### src/rtl/skolem_check_ctrl.sv
`default_nettype none
// =============================================================================
// Module  : skolem_check_ctrl
// Brief   : Exhaustive Skolem-function checker sweeping every input vector.
// Revision: 1.0  initial release
// =============================================================================
module skolem_check_ctrl #(
  parameter int N_IN   = 8,
  parameter int N_OUT  = 8,
  parameter int SETTLE = 1   // legal range 1..15
) (
  input  logic              clk,
  input  logic              rst,
  input  logic              start,
  input  logic              abort,
  input  logic              stop_on_fail,
  output logic [N_IN-1:0]   x_out,
  input  logic [N_OUT-1:0]  y_in,
  input  logic              spec_ok,
  output logic              busy,
  output logic              done,
  output logic              pass,
  output logic [N_IN:0]     fail_count,
  output logic              first_fail_valid,
  output logic [N_IN-1:0]   first_fail_x,
  output logic [N_OUT-1:0]  first_fail_y
);

  localparam logic [1:0] S_IDLE   = 2'd0;
  localparam logic [1:0] S_DRIVE  = 2'd1;
  localparam logic [1:0] S_SAMPLE = 2'd2;
  localparam logic [1:0] S_DONE   = 2'd3;

  localparam logic [N_IN-1:0] c_x_last      = '1;
  localparam logic [3:0]      c_settle_last = 4'(SETTLE - 1);

  logic [1:0] r_state;
  logic [3:0] r_settle;
  logic       r_stop;

  assign busy = (r_state == S_DRIVE) || (r_state == S_SAMPLE);
  assign done = (r_state == S_DONE);
  assign pass = done && (fail_count == '0);

  always_ff @(posedge clk or posedge rst) begin
    if (rst) begin
      r_state          <= S_IDLE;
      r_settle         <= '0;
      r_stop           <= 1'b0;
      x_out            <= '0;
      fail_count       <= '0;
      first_fail_valid <= 1'b0;
      first_fail_x     <= '0;
      first_fail_y     <= '0;
    end else if (abort) begin
      // Results of the cancelled run stay visible for inspection.
      r_state <= S_IDLE;
    end else begin
      case (r_state)
        S_IDLE, S_DONE: begin
          if (start) begin
            r_state          <= S_DRIVE;
            x_out            <= '0;
            fail_count       <= '0;
            first_fail_valid <= 1'b0;
            r_settle         <= '0;
            r_stop           <= stop_on_fail;
          end
        end
        S_DRIVE: begin
          if (r_settle == c_settle_last) begin
            r_state <= S_SAMPLE;
          end else begin
            r_settle <= r_settle + 4'd1;
          end
        end
        S_SAMPLE: begin
          r_settle <= '0;
          if (!spec_ok) begin
            fail_count <= fail_count + 1'b1;
            if (!first_fail_valid) begin
              first_fail_valid <= 1'b1;
              first_fail_x     <= x_out;
              first_fail_y     <= y_in;
            end
          end
          // Stopping at the all-ones vector keeps x_out from wrapping.
          if ((x_out == c_x_last) || (r_stop && !spec_ok)) begin
            r_state <= S_DONE;
          end else begin
            x_out   <= x_out + 1'b1;
            r_state <= S_DRIVE;
          end
        end
        default: r_state <= S_IDLE;
      endcase
    end
  end

endmodule
`default_nettype wire

### config.mk
export PLATFORM = sky130hd
export DESIGN_NAME = skolem_check_ctrl
export DESIGN_NICKNAME = d
export VERILOG_FILES = /design/src/rtl/skolem_check_ctrl.sv
export SDC_FILE = /design/constraint.sdc
export NUM_CORES = 1
export LEC_CHECK = 0
export BUFFER_PORTS_ARGS = -buffer_cell sky130_fd_sc_hd__buf_2
export CAP_MARGIN = 40
export CORE_MARGIN = 10
export CORE_UTILIZATION = 45
export DETAILED_ROUTE_END_ITERATION = 10
export PLACE_DENSITY = 0.72
export SYNTH_ARGS = -nofsm -noshare
export SYNTH_HDL_FRONTEND = slang
export SYNTH_SLANG_ARGS = --single-unit
### constraint.sdc
create_clock -name clk -period 2.8 [get_ports clk]
set_input_delay 0.56 -clock clk [delete_from_list [all_inputs] [get_ports clk]]
set_output_delay 0.56 -clock clk [all_outputs]
set_load 0.02 [all_outputs]
# ---- Word-level counts from Yosys, hierarchy flattened
# Cells that the tools add are included.
dict set report totals {
  reg_bits 41
  input_bits 14
  output_inout_bits 37
  word_cells 57
}
dict set report op_classes {
  n_addsub 3
  eq_ne 10
  n_mux 17
  n_bitwise 3
  n_reduce_logical 16
}
# cell n
set ops {}
lappend ops {{9-bit two-way mux} 2}
lappend ops {{9-bit case mux with 2 select lines} 1}
lappend ops {{8-bit two-way mux} 2}
lappend ops {{8-bit case mux with 2 select lines} 1}
lappend ops {{4-bit case mux with 3 select lines} 1}
lappend ops {{4-bit AND reduction} 3}
lappend ops {{9-bit by 1-bit adder with 9-bit output, second input constant} 1}
lappend ops {{9-bit logical NOT} 1}
lappend ops {{8-bit by 1-bit adder with 8-bit output, second input constant} 1}
lappend ops {{8-bit equality test, second input constant} 1}
lappend ops {{2-bit two-way mux} 4}
lappend ops {{4-bit two-way mux} 2}
lappend ops {{2-bit != test, second input constant} 4}
lappend ops {{2-bit case mux with 3 select lines} 1}
lappend ops {{3-bit AND reduction} 2}
lappend ops {{4-bit by 1-bit adder with 4-bit output, second input constant} 1}
lappend ops {{2-bit equality test, second input constant} 2}
lappend ops {{4-bit logical NOT} 1}
lappend ops {{3-bit by 2-bit != test with 1-bit output, second input constant} 1}
lappend ops {{3-bit != test, second input constant} 1}
lappend ops {{1-bit inverter} 3}
lappend ops {{2-bit by 1-bit equality test with 1-bit output, second input constant} 1}
lappend ops {{1-bit logical AND} 2}
lappend ops {{2-bit logical NOT} 1}
lappend ops {{other kinds (7)} 9}

# ---- Logic depth before layout (Yosys ltp)
# Gate-level depths: netlist of run 1.
dict set report logic_depth {
  word_depth 6
  mapped_depth 8
  depth_no_buf 6
}

# ---- Worst setup path after synthesis of run 1
# Ideal clock, no wire load.
dict set report synth_path {
  path_type {register to output}
  from {register r_state[1]}
  to {output port pass}
  t_arrival_ns 1.678
  required_time_ns 2.240
  path_slack_ns 0.562
  stages_incl_launch_ff 5
  path_buffers 0
  cell_sequence {dfrtp_1 > ha_1 > nor4bb_1 > nand3_1 > nor4_1}
}
dict set report synth_via {
  elab_chain_len 2
}
# item line
set synth_rtl {}
lappend synth_rtl {{start: declaration} 37} ;# logic [1:0] r_state;
lappend synth_rtl {{start signal: assignment} 47} ;# r_state <= S_IDLE;
lappend synth_rtl {{start signal: assignment} 57} ;# r_state <= S_IDLE;
lappend synth_rtl {{start signal: assignment} 62} ;# r_state <= S_DRIVE;
lappend synth_rtl {{2-bit equality test} 42} ;# assign done = (r_state == S_DONE);
lappend synth_rtl {{via done} 21} ;# output logic done,
lappend synth_rtl {{1-bit logical AND} 43} ;# assign pass = done && (fail_count == '0);
lappend synth_rtl {{end: declaration} 22} ;# output logic pass,
# The timed path passes the listed nets, and every way through them passes these cells.

# ---- Worst setup path in the final report of run 1
dict set report layout_path {
  from {register r_state[1]}
  to {output port pass}
}
dict set report layout_via {
  elab_chain_len 2
}
# item line
set layout_rtl {}
lappend layout_rtl {{2-bit equality test} 42}
lappend layout_rtl {{1-bit logical AND} 43}
# No other way between the ends.

==> reports/qor.json, run 1 <==
{
  "globalRouteTotalUtil": {"value": 12.34, "unit": "%"},
  "post_cts_resized": {"value": 0},
  "io_buffer_count": {"value": 50},
  "cts_made_buffers": {"value": 5},
  "postSynth.topFlopCell": {"value": "dfrtp_1"},
  "detail_route.wl_per_cell": {"value": 15.64, "unit": "µm"},
  "areaGrowthSynthToFinish": {"value": 19.46, "unit": "%"},
  "detailroute.via_count": {"value": 1691},
  "yosys-mux-area-fraction": {"value": 10.91, "unit": "%"},
  "hpwlAfterDp": {"value": 3.538, "unit": "mm"},
  "status": {"value": "complete, no violations"},
  "finalSetupViolations": {"value": 0},
  "grt_start_max_net_pins": {"value": 42},
  "start_util": {"value": 47.43, "unit": "%"},
  "floorplan.die.height": {"value": 88.67, "unit": "µm"},
  "ordered_cell_list_for_the_critical_path": {"value": "ha_1, nor4bb_1, nand3_1, nor4_1, buf_2"},
  "synthTopCellsByArea": {"value": "dfrtp_1 48%, mux2_2 9.0%, ha_1 4.7%, a31oi_1 4.1%, o21ai_0 3.8%"},
  "yosysUniqueCellTypes": {"value": 45},
  "met2WireLength": {"value": 2.150, "unit": "mm"},
  "critPathBufInv": {"value": 1},
  "crit_start": {"value": "r_state[1]$_DFFE_PP0P_"},
  "ctsHtreeMaxLevel": {"value": 2},
  "drt-vias-per-instance": {"value": 5.581},
  "topRoutingLayerUsed": {"value": "met4"},
  "post_synthesis_cell_area": {"value": 2122, "unit": "µm²"},
  "place.detailed.instances": {"value": 295},
  "cp_slowest_stage_delay": {"value": 0.42, "unit": "ns"},
  "timing.rr.end": {"value": "x_out[6]$_DFFE_PP0P_"},
  "dr_wl_met3": {"value": 395, "unit": "µm"},
  "min_path_type": {"value": "input pin to async pin"},
  "synth-edff-count": {"value": 0},
  "power_dens_cells": {"value": 649.5, "unit": "nW/µm²"},
  "critical_path_cell_count": {"value": 5},
  "time_the_worst_path_needs_with_i_o_delays_and_setup": {"value": 2.227, "unit": "ns"},
  "grt_setup_unrepaired": {"value": "no"},
  "cts-root-to-sink-buffers": {"value": 2},
  "route.layer.met1.wl": {"value": 2.151, "unit": "mm"},
  "finalNonFillerCells": {"value": 303},
  "critical_path.startpoint_type": {"value": "flip-flop"},
  "critical_path.endpoint_type": {"value": "primary output"},
  "synth-seq-cells": {"value": 41},
  "finalClockSkew": {"value": 0.004835, "unit": "ns"},
  "highest_net_fanout_along_the_worst_path": {"value": 5},
  "drt_wl_total": {"value": 4.739, "unit": "mm"},
  "syn_nets": {"value": 219},
  "number_of_primary_i_o_pins": {"value": 51},
  "fmax": {"value": 0.4490, "unit": "GHz"},
  "drv_cap": {"value": 0},
  "final_min_period_over_clock_period": {"value": 79.54, "unit": "%"},
  "report.final.slew_viol_count": {"value": 0},
  "synth_cells": {"value": 197},
  "die_w": {"value": 88.67, "unit": "µm"},
  "synth_compound_gate_area_share": {"value": 16.04, "unit": "%"},
  "synth_largest_type_area_fraction": {"value": 48.35, "unit": "%"},
  "critPathSlowestCell": {"value": "dfrtp_1"},
  "dr.pass1.iters": {"value": 4},
  "clock_pin_slew_of_the_registers_on_the_worst_case_setup_and_hold_paths": {"value": 0.08, "unit": "ns"},
  "cts_tree": {"value": "done"},
  "initial_antenna_violation_count": {"value": 0},
  "yosys.area_share.xor_xnor": {"value": 0, "unit": "%"},
  "cts-hold-fix-buffers": {"value": 0},
  "dominant_combinational_cell_family_by_area_after_synthesis": {"value": "compound AO/OA/AOI/OAI gates"},
  "crit_arrival": {"value": 1.67, "unit": "ns"},
  "power.ir.vdd_worst": {"value": 0.0003542, "unit": "V"},
  "core_area": {"value": 4474, "unit": "µm²"},
  "drive_gt1_share": {"value": 33.86, "unit": "%"},
  "timing_worst_setup_path_type": {"value": "flip-flop to primary output"},
  "floorplan.die_area": {"value": 7862, "unit": "µm²"},
  "globalRouteOverflowTotal": {"value": 0},
  "max_slew_margin": {"value": 52.97, "unit": "%"},
  "placement_rows": {"value": 24},
  "worst_pin_slew": {"value": 0.7040, "unit": "ns"},
  "clock-sinks": {"value": 41},
  "yosysSeqAreaShare": {"value": 48.35, "unit": "%"},
  "fraction_of_the_mapped_netlist_area_in_adder_cells": {"value": 4.717, "unit": "%"},
  "critical_path.reg2reg.startpoint": {"value": "r_state[1]$_DFFE_PP0P_"},
  "timing.reg2reg.worst_path_depth": {"value": 5},
  "grt_pass1_vias": {"value": 1693},
  "postSynth.asyncResetShare": {"value": 100.0, "unit": "%"},
  "finalHoldViolations": {"value": 0},
  "insertedDiodeCount": {"value": 0},
  "post-route-drc-count": {"value": 0},
  "crit_required": {"value": 2.24, "unit": "ns"},
  "gp_congestion": {"value": 0.8494},
  "yosys_warnings": {"value": 0},
  "per_instance_average_area_after_synthesis": {"value": 10.77, "unit": "µm²"},
  "grt_pass1_wl": {"value": 7.852, "unit": "mm"},
  "final_net_count": {"value": 272},
  "post_cts_setup_repair_buffer_count": {"value": 0},
  "timing.critical_path.to": {"value": "pass"},
  "setup-tns-final": {"value": 0, "unit": "ns"},
  "synthSimpleGateAreaFrac": {"value": 15.04, "unit": "%"},
  "r2r_setup_slack": {"value": 0.59, "unit": "ns"},
  "worstSkewPairLatency": {"value": 0.29, "unit": "ns"},
  "synth_area_leader": {"value": "dfrtp_1"},
  "path_delay_family": {"value": "simple AND/OR/NAND/NOR gates"},
  "drc_marker_count_from_the_first_detailed_route_iteration": {"value": 113},
  "drt.antenna.violating_nets": {"value": 0},
  "power_leakage": {"value": 1.288, "unit": "nW"},
  "ctsRootBufferMaster": {"value": "clkbuf_8"}
}
## worst register-to-register path: stages, from the launching register on
cell     delay (ns)
dfrtp_1        0.43
ha_1           0.40
nor2b_1        0.61
or3_1          0.36
o21ai_4        0.15
a31oi_1        0.19
## how the worst min path moves through the flow
stage                             endpoint  cells after the start
2_1_floorplan           r_stop$_DFFE_PP0P_                      1
3_3_place_gp            r_stop$_DFFE_PP0P_                      1
4_1_cts          fail_count[7]$_DFFE_PP0P_                      3
5_1_grt        first_fail_y[0]$_DFFE_PP0P_                      3
6_report           r_settle[3]$_DFFE_PP0P_                      3
3_5_place_dp   first_fail_x[3]$_DFFE_PP0P_                      1
## sequential cells by signal, summed over array words and instances (netlist names)
signal            cells
r_stop                1
first_fail_y          8
first_fail_x          8
fail_count            9
r_state               2
r_settle              4
first_fail_valid      1
x_out                 8
## synthesized netlist by cell type (2+ instances only)
cell type  instances
dfrtp_1           41
inv_1             17
mux2_2            17
o21ai_0           16
a31oi_1           14
nand3_1           13
nand2_1           11
ha_1               8
nor2_1             7
mux2i_1            4
nand2b_1           4
a21boi_0           2
a21o_1             2
and3_1             2
buf_2              2
clkbuf_1           2
nor2b_1            2
nor3_1             2
nor4_1             2
nor4_2             2
o31ai_1            2
or3_1              2
## per-layer routing
metal,up-vias,global-route usage [%]
li1,826,-
met2,50,19.55
met3,6,5.607
met4,0,2.643
met5,-,0
met1,809,15.08
## through the flow
stage / setup WS [ns] / power (W) / utilization (%) / instance area, µm² / hold WS [ns]
finish: 0.5729 / 0.001646 / 56.66 / 2535 / 0.3814
global placement: 0.6718 / 0.001164 / 54.05 / 2419 / 0.4822
global route: 0.3826 / 0.001738 / 56.66 / 2535 / 0.4395
CTS: 0.5430 / 0.001670 / 56.66 / 2535 / 0.4020
detailed placement: 0.6191 / 0.001173 / 54.05 / 2419 / 0.4907
floorplan: 0.5624 / 0.001039 / - / 2122 / 0.4710
## cells by family after synthesis
logic type                 after synthesis
muxes                                   21
adders and majority gates                8
and+or+nand+nor                         56
buffers and inverters                   24
AOI/OAI and AO/OA                       47
DFF                                     41
## layout by cell type, fill, tap and decap left out, types with 2 or more instances in the layout
| cell type | instances |
|---|---|
| nand2_1 | 11 |
| clkbuf_8 | 6 |
| or3_1 | 2 |
| a21boi_0 | 2 |
| nor4_1 | 2 |
| o21ai_0 | 16 |
| a31oi_1 | 14 |
| nand3_1 | 13 |
| nor2b_1 | 2 |
| a21o_1 | 2 |
| ha_1 | 8 |
| nand2b_1 | 4 |
| nor4_2 | 2 |
| dfrtp_1 | 41 |
| buf_4 | 3 |
| mux2_2 | 17 |
| and3_1 | 2 |
| nor2_1 | 7 |
| inv_1 | 17 |
| nor3_1 | 2 |
| buf_2 | 50 |
| mux2i_1 | 4 |
| o31ai_1 | 2 |
## layout make-up
cell class              instances  area [µm²]
repair buffers                 53       272.8
flip-flops and latches         41        1026
fillers                       412        1939
inverters                      17       63.81
well taps                      52       65.06
clock buffers                   7       86.33
clock inverters                 1       30.03
multi-input cells             132       991.0
## where the power goes
group	switching, W	leakage [nW]	internal, W
Sequential	0.0000575	0.562	0.000668
Combinational	0.000263	0.667	0.000167
Clock	0.000200	0.0585	0.000291
Power figures use the tool's default switching activity.
==> run 2: changes to the inputs <==
ABC_AREA = 1   (was default)
PLACE_DENSITY = 0.74   (was 0.72)
clock period = 2 ns   (was 2.8 ns; I/O delays follow)
==> reports/qor.json, run 2 <==
{
  "drv_cap": {"value": 0, "change": "unchanged"},
  "drt.antenna.violating_nets": {"value": 0, "change": "unchanged"},
  "placement_rows": {"value": 25, "change": "+4.2%"},
  "postSynth.topFlopCell": {"value": "dfrtp_1"},
  "num-fill-cells": {"value": 447, "change": "+8.5%"},
  "core_area": {"value": 4661, "unit": "µm²", "change": "+4.2%"},
  "grt_pass1_vias": {"value": 1840, "change": "+8.7%"},
  "ctsHtreeMaxLevel": {"value": 2, "change": "unchanged"},
  "syn_nets": {"value": 304, "change": "+39%"},
  "start_util": {"value": 46.12, "unit": "%", "change": "-1.3 points"},
  "number_of_primary_i_o_pins": {"value": 51, "change": "unchanged"},
  "critical_path.endpoint_type": {"value": "primary output"},
  "io_buffer_count": {"value": 50, "change": "unchanged"},
  "insertedDiodeCount": {"value": 0, "change": "unchanged"},
  "areaGrowthSynthToFinish": {"value": 21.54, "unit": "%"},
  "ys_top_cells_by_count": {"value": "89 x nand2_1, 45 x inv_1, 41 x dfrtp_1, 27 x o21ai_0, 22 x nand3_1"},
  "detail_route.wl_per_cell": {"value": 12.41, "unit": "µm", "change": "-21%"},
  "drt_wl_total": {"value": 4.888, "unit": "mm", "change": "+3.1%"},
  "synth-seq-cells": {"value": 41, "change": "unchanged"},
  "timing.critical_path.to": {"value": "pass"},
  "post_cts_resized": {"value": 0, "change": "unchanged"},
  "report.final.slew_viol_count": {"value": 0, "change": "unchanged"},
  "fmax": {"value": 0.5373, "unit": "GHz"},
  "crit_arrival": {"value": 1.46, "unit": "ns", "change": "-0.21 ns"},
  "setup-tns-final": {"value": 0, "unit": "ns", "change": "unchanged"},
  "drt-vias-per-instance": {"value": 4.817, "change": "-14%"},
  "critical_path.reg2reg.startpoint": {"value": "r_state[0]$_DFFE_PP0P_"},
  "worstSkewPairLatency": {"value": 0.30, "unit": "ns", "change": "about the same"},
  "hpwlAfterDp": {"value": 3.654, "unit": "mm", "change": "+3.3%"},
  "power_dens_cells": {"value": 906.7, "unit": "nW/µm²", "change": "+40%"},
  "final_min_period_over_clock_period": {"value": 93.05, "unit": "%"},
  "flip_flop_count_of_the_largest_register_after_layout": {"value": 9, "change": "unchanged"},
  "power.ir.vdd_worst": {"value": 0.0004202, "unit": "V", "change": "+19%"},
  "yosys.cell_count.top_type": {"value": "nand2_1"},
  "per_instance_average_area_after_synthesis": {"value": 7.623, "unit": "µm²", "change": "-29%"},
  "finalClockSkew": {"value": 0.004550, "unit": "ns", "change": "-0.0002851 ns"},
  "globalRouteOverflowTotal": {"value": 0, "change": "unchanged"},
  "max_slew_margin": {"value": 65.67, "unit": "%", "change": "+13 points"},
  "most_used_cells_in_the_layout_excluding_fill_and_tap_cells": {"value": "89 x nand2_1, 50 x buf_2, 45 x inv_1, 41 x dfrtp_1, 27 x o21ai_0"},
  "min_path_type": {"value": "input pin to async pin"},
  "clock_pin_slew_of_the_registers_on_the_worst_case_setup_and_hold_paths": {"value": 0.08, "unit": "ns", "change": "about the same"},
  "drc_marker_count_from_the_first_detailed_route_iteration": {"value": 100, "change": "-12%"},
  "timing.rr.end": {"value": "x_out[4]$_DFFE_PP0P_"},
  "critical_path.startpoint_type": {"value": "flip-flop"},
  "timing.reg2reg.worst_path_depth": {"value": 9, "change": "+4"},
  "critPathBufInv": {"value": 2, "change": "+1"},
  "cts-root-to-sink-buffers": {"value": 2, "change": "unchanged"},
  "clock-sinks": {"value": 41, "change": "unchanged"},
  "cts-hold-fix-buffers": {"value": 0, "change": "unchanged"},
  "final_net_count": {"value": 361, "change": "+33%"},
  "synth_area_leader": {"value": "dfrtp_1"},
  "critical_path_cell_count": {"value": 5, "change": "unchanged"},
  "post_cts_setup_repair_buffer_count": {"value": 0, "change": "unchanged"},
  "timing_worst_setup_path_type": {"value": "flip-flop to primary output"},
  "highest_net_fanout_along_the_worst_path": {"value": 4, "change": "-1"},
  "postSynth.asyncResetShare": {"value": 100.0, "unit": "%", "change": "unchanged"},
  "synth_cells": {"value": 282, "change": "+43%"},
  "r2r_setup_slack": {"value": 0.29, "unit": "ns", "change": "-0.30 ns"},
  "layout.cells.most_common": {"value": "nand2_1"},
  "detailroute.via_count": {"value": 1898, "change": "+12%"},
  "crit_start": {"value": "fail_count[0]$_DFFE_PP0P_"},
  "finalHoldViolations": {"value": 0, "change": "unchanged"},
  "cts_tree": {"value": "done"},
  "critPathSlowestCell": {"value": "dfrtp_1"},
  "finalSetupViolations": {"value": 0, "change": "unchanged"},
  "path_delay_family": {"value": "flip-flops"},
  "synth_largest_type_area_fraction": {"value": 47.73, "unit": "%", "change": "-0.62 points"},
  "floorplan.die_area": {"value": 7941, "unit": "µm²", "change": "+1.0%"},
  "yosysUniqueCellTypes": {"value": 23, "change": "-49%"},
  "die_w": {"value": 89.12, "unit": "µm", "change": "+0.50%"},
  "drive_gt1_share": {"value": 19.71, "unit": "%", "change": "-14 points"},
  "status": {"value": "complete, no violations"},
  "yosys_warnings": {"value": 0, "change": "unchanged"},
  "yosysSeqAreaShare": {"value": 47.73, "unit": "%", "change": "-0.62 points"},
  "post-route-drc-count": {"value": 0, "change": "unchanged"},
  "cts_made_buffers": {"value": 5, "change": "unchanged"},
  "grt_setup_unrepaired": {"value": "no"},
  "max_flop_register": {"value": "fail_count"},
  "grt_pass1_wl": {"value": 8.252, "unit": "mm", "change": "+5.1%"},
  "ctsRootBufferMaster": {"value": "clkbuf_8"},
  "initial_antenna_violation_count": {"value": 0, "change": "unchanged"},
  "grt_start_max_net_pins": {"value": 42, "change": "unchanged"},
  "post_synthesis_cell_area": {"value": 2150, "unit": "µm²", "change": "+1.3%"},
  "time_the_worst_path_needs_with_i_o_delays_and_setup": {"value": 1.861, "unit": "ns"},
  "cp_slowest_stage_delay": {"value": 0.41, "unit": "ns", "change": "about the same"},
  "floorplan.die.height": {"value": 89.12, "unit": "µm", "change": "+0.50%"},
  "power_leakage": {"value": 1.439, "unit": "nW", "change": "+12%"},
  "ordered_cell_list_for_the_critical_path": {"value": "inv_1, ha_1, nand3_1, nor4_1, buf_2"},
  "crit_required": {"value": 1.60, "unit": "ns", "change": "-0.64 ns"},
  "hold_slack": {"value": 0.2194, "unit": "ns", "change": "-0.1620 ns"},
  "gp_congestion": {"value": 0.8497, "change": "about the same"},
  "synth-edff-count": {"value": 0, "change": "unchanged"},
  "globalRouteTotalUtil": {"value": 12.98, "unit": "%", "change": "+0.64 points"},
  "synthTopCellsByArea": {"value": "dfrtp_1 48%, nand2_1 16%, inv_1 7.9%, o21ai_0 6.3%, nand3_1 5.1%"},
  "dr.pass1.iters": {"value": 4, "change": "unchanged"},
  "worst_pin_slew": {"value": 0.5150, "unit": "ns", "change": "-0.1890 ns"}
}
-- run 2: through the flow --
step	worst slack [ns]	area, µm²	cells	total power, W	utilization (%)
after floorplan	0.1338	2150	282	0.001406	-
after global placement	0.4081	2479	386	0.001587	53.18
after detailed placement	0.3267	2479	386	0.001603	53.18
after CTS	0.1198	2613	394	0.002401	56.05
after global routing	0.04261	2613	394	0.002511	56.05
final	0.1390	2613	394	0.002369	56.05
-- run 2: worst register-to-register path, cell delays in order, from the launching register on --
cell,delay [ns]
dfrtp_1,0.40
inv_1,0.06
ha_1,0.32
inv_1,0.10
nor2_1,0.06
nor2_1,0.16
nand2_1,0.09
a21oi_1,0.30
nand2_1,0.09
nand2_1,0.08
-- run 2: power breakdown --
part	switching (W)	total [W]	internal (W)
Sequential	0.0000626	0.000993	0.000930
Clock	0.000296	0.000792	0.000496
Combinational	0.000394	0.000584	0.000190
-- run 2: worst min-delay path by stage --
stage                                      startpoint                          end  slack, ns  depth (start not counted)
after global routing                              rst  first_fail_y[4]$_DFFE_PP0P_       0.27                          3
after CTS                                         rst  first_fail_y[4]$_DFFE_PP0P_       0.24                          3
after floorplan               r_settle[3]$_DFFE_PP0P_      r_settle[3]$_DFFE_PP0P_       0.47                          2
final                                             rst  first_fail_y[4]$_DFFE_PP0P_       0.22                          3
after detailed placement  first_fail_x[7]$_DFFE_PP0P_  first_fail_x[7]$_DFFE_PP0P_       0.47                          2
after global placement    first_fail_y[6]$_DFFE_PP0P_  first_fail_y[6]$_DFFE_PP0P_       0.46                          2
-- run 2: cell families after synthesis --
kind of cell | count (synthesis) | synth area share (%)
adder cells (fa/ha/maj) | 8 | 4.657
flip-flops | 41 | 47.73
XOR/XNOR | 4 | 1.630
AND/OR/NAND/NOR | 146 | 29.05
multiplexers | 1 | 0.5238
buffers and inverters | 49 | 8.556
AO/OA/AOI/OAI | 33 | 7.858
-- run 2: layout make-up --
cell class	instances	area (µm²)	area share, %
flip-flops and latches	41	1026	39.27
inverters	46	172.7	6.609
multi-input cells	192	939.7	35.97
clock buffers	5	68.82	2.634
clock inverters	3	65.06	2.490
repair buffers	53	272.8	10.44
well taps	54	67.56	2.586
-- run 2: routing by layer --
metal / wire [µm] / track usage, % / share of wire [%] / up-vias
li1: - / - / - / 1002
met1: 2286 / 15.57 / 47 / 844
met2: 2242 / 21.52 / 46 / 46
met3: 278 / 3.646 / 5.7 / 6
met4: 81 / 4.913 / 1.7 / 0
met5: 0 / 0 / 0 / -
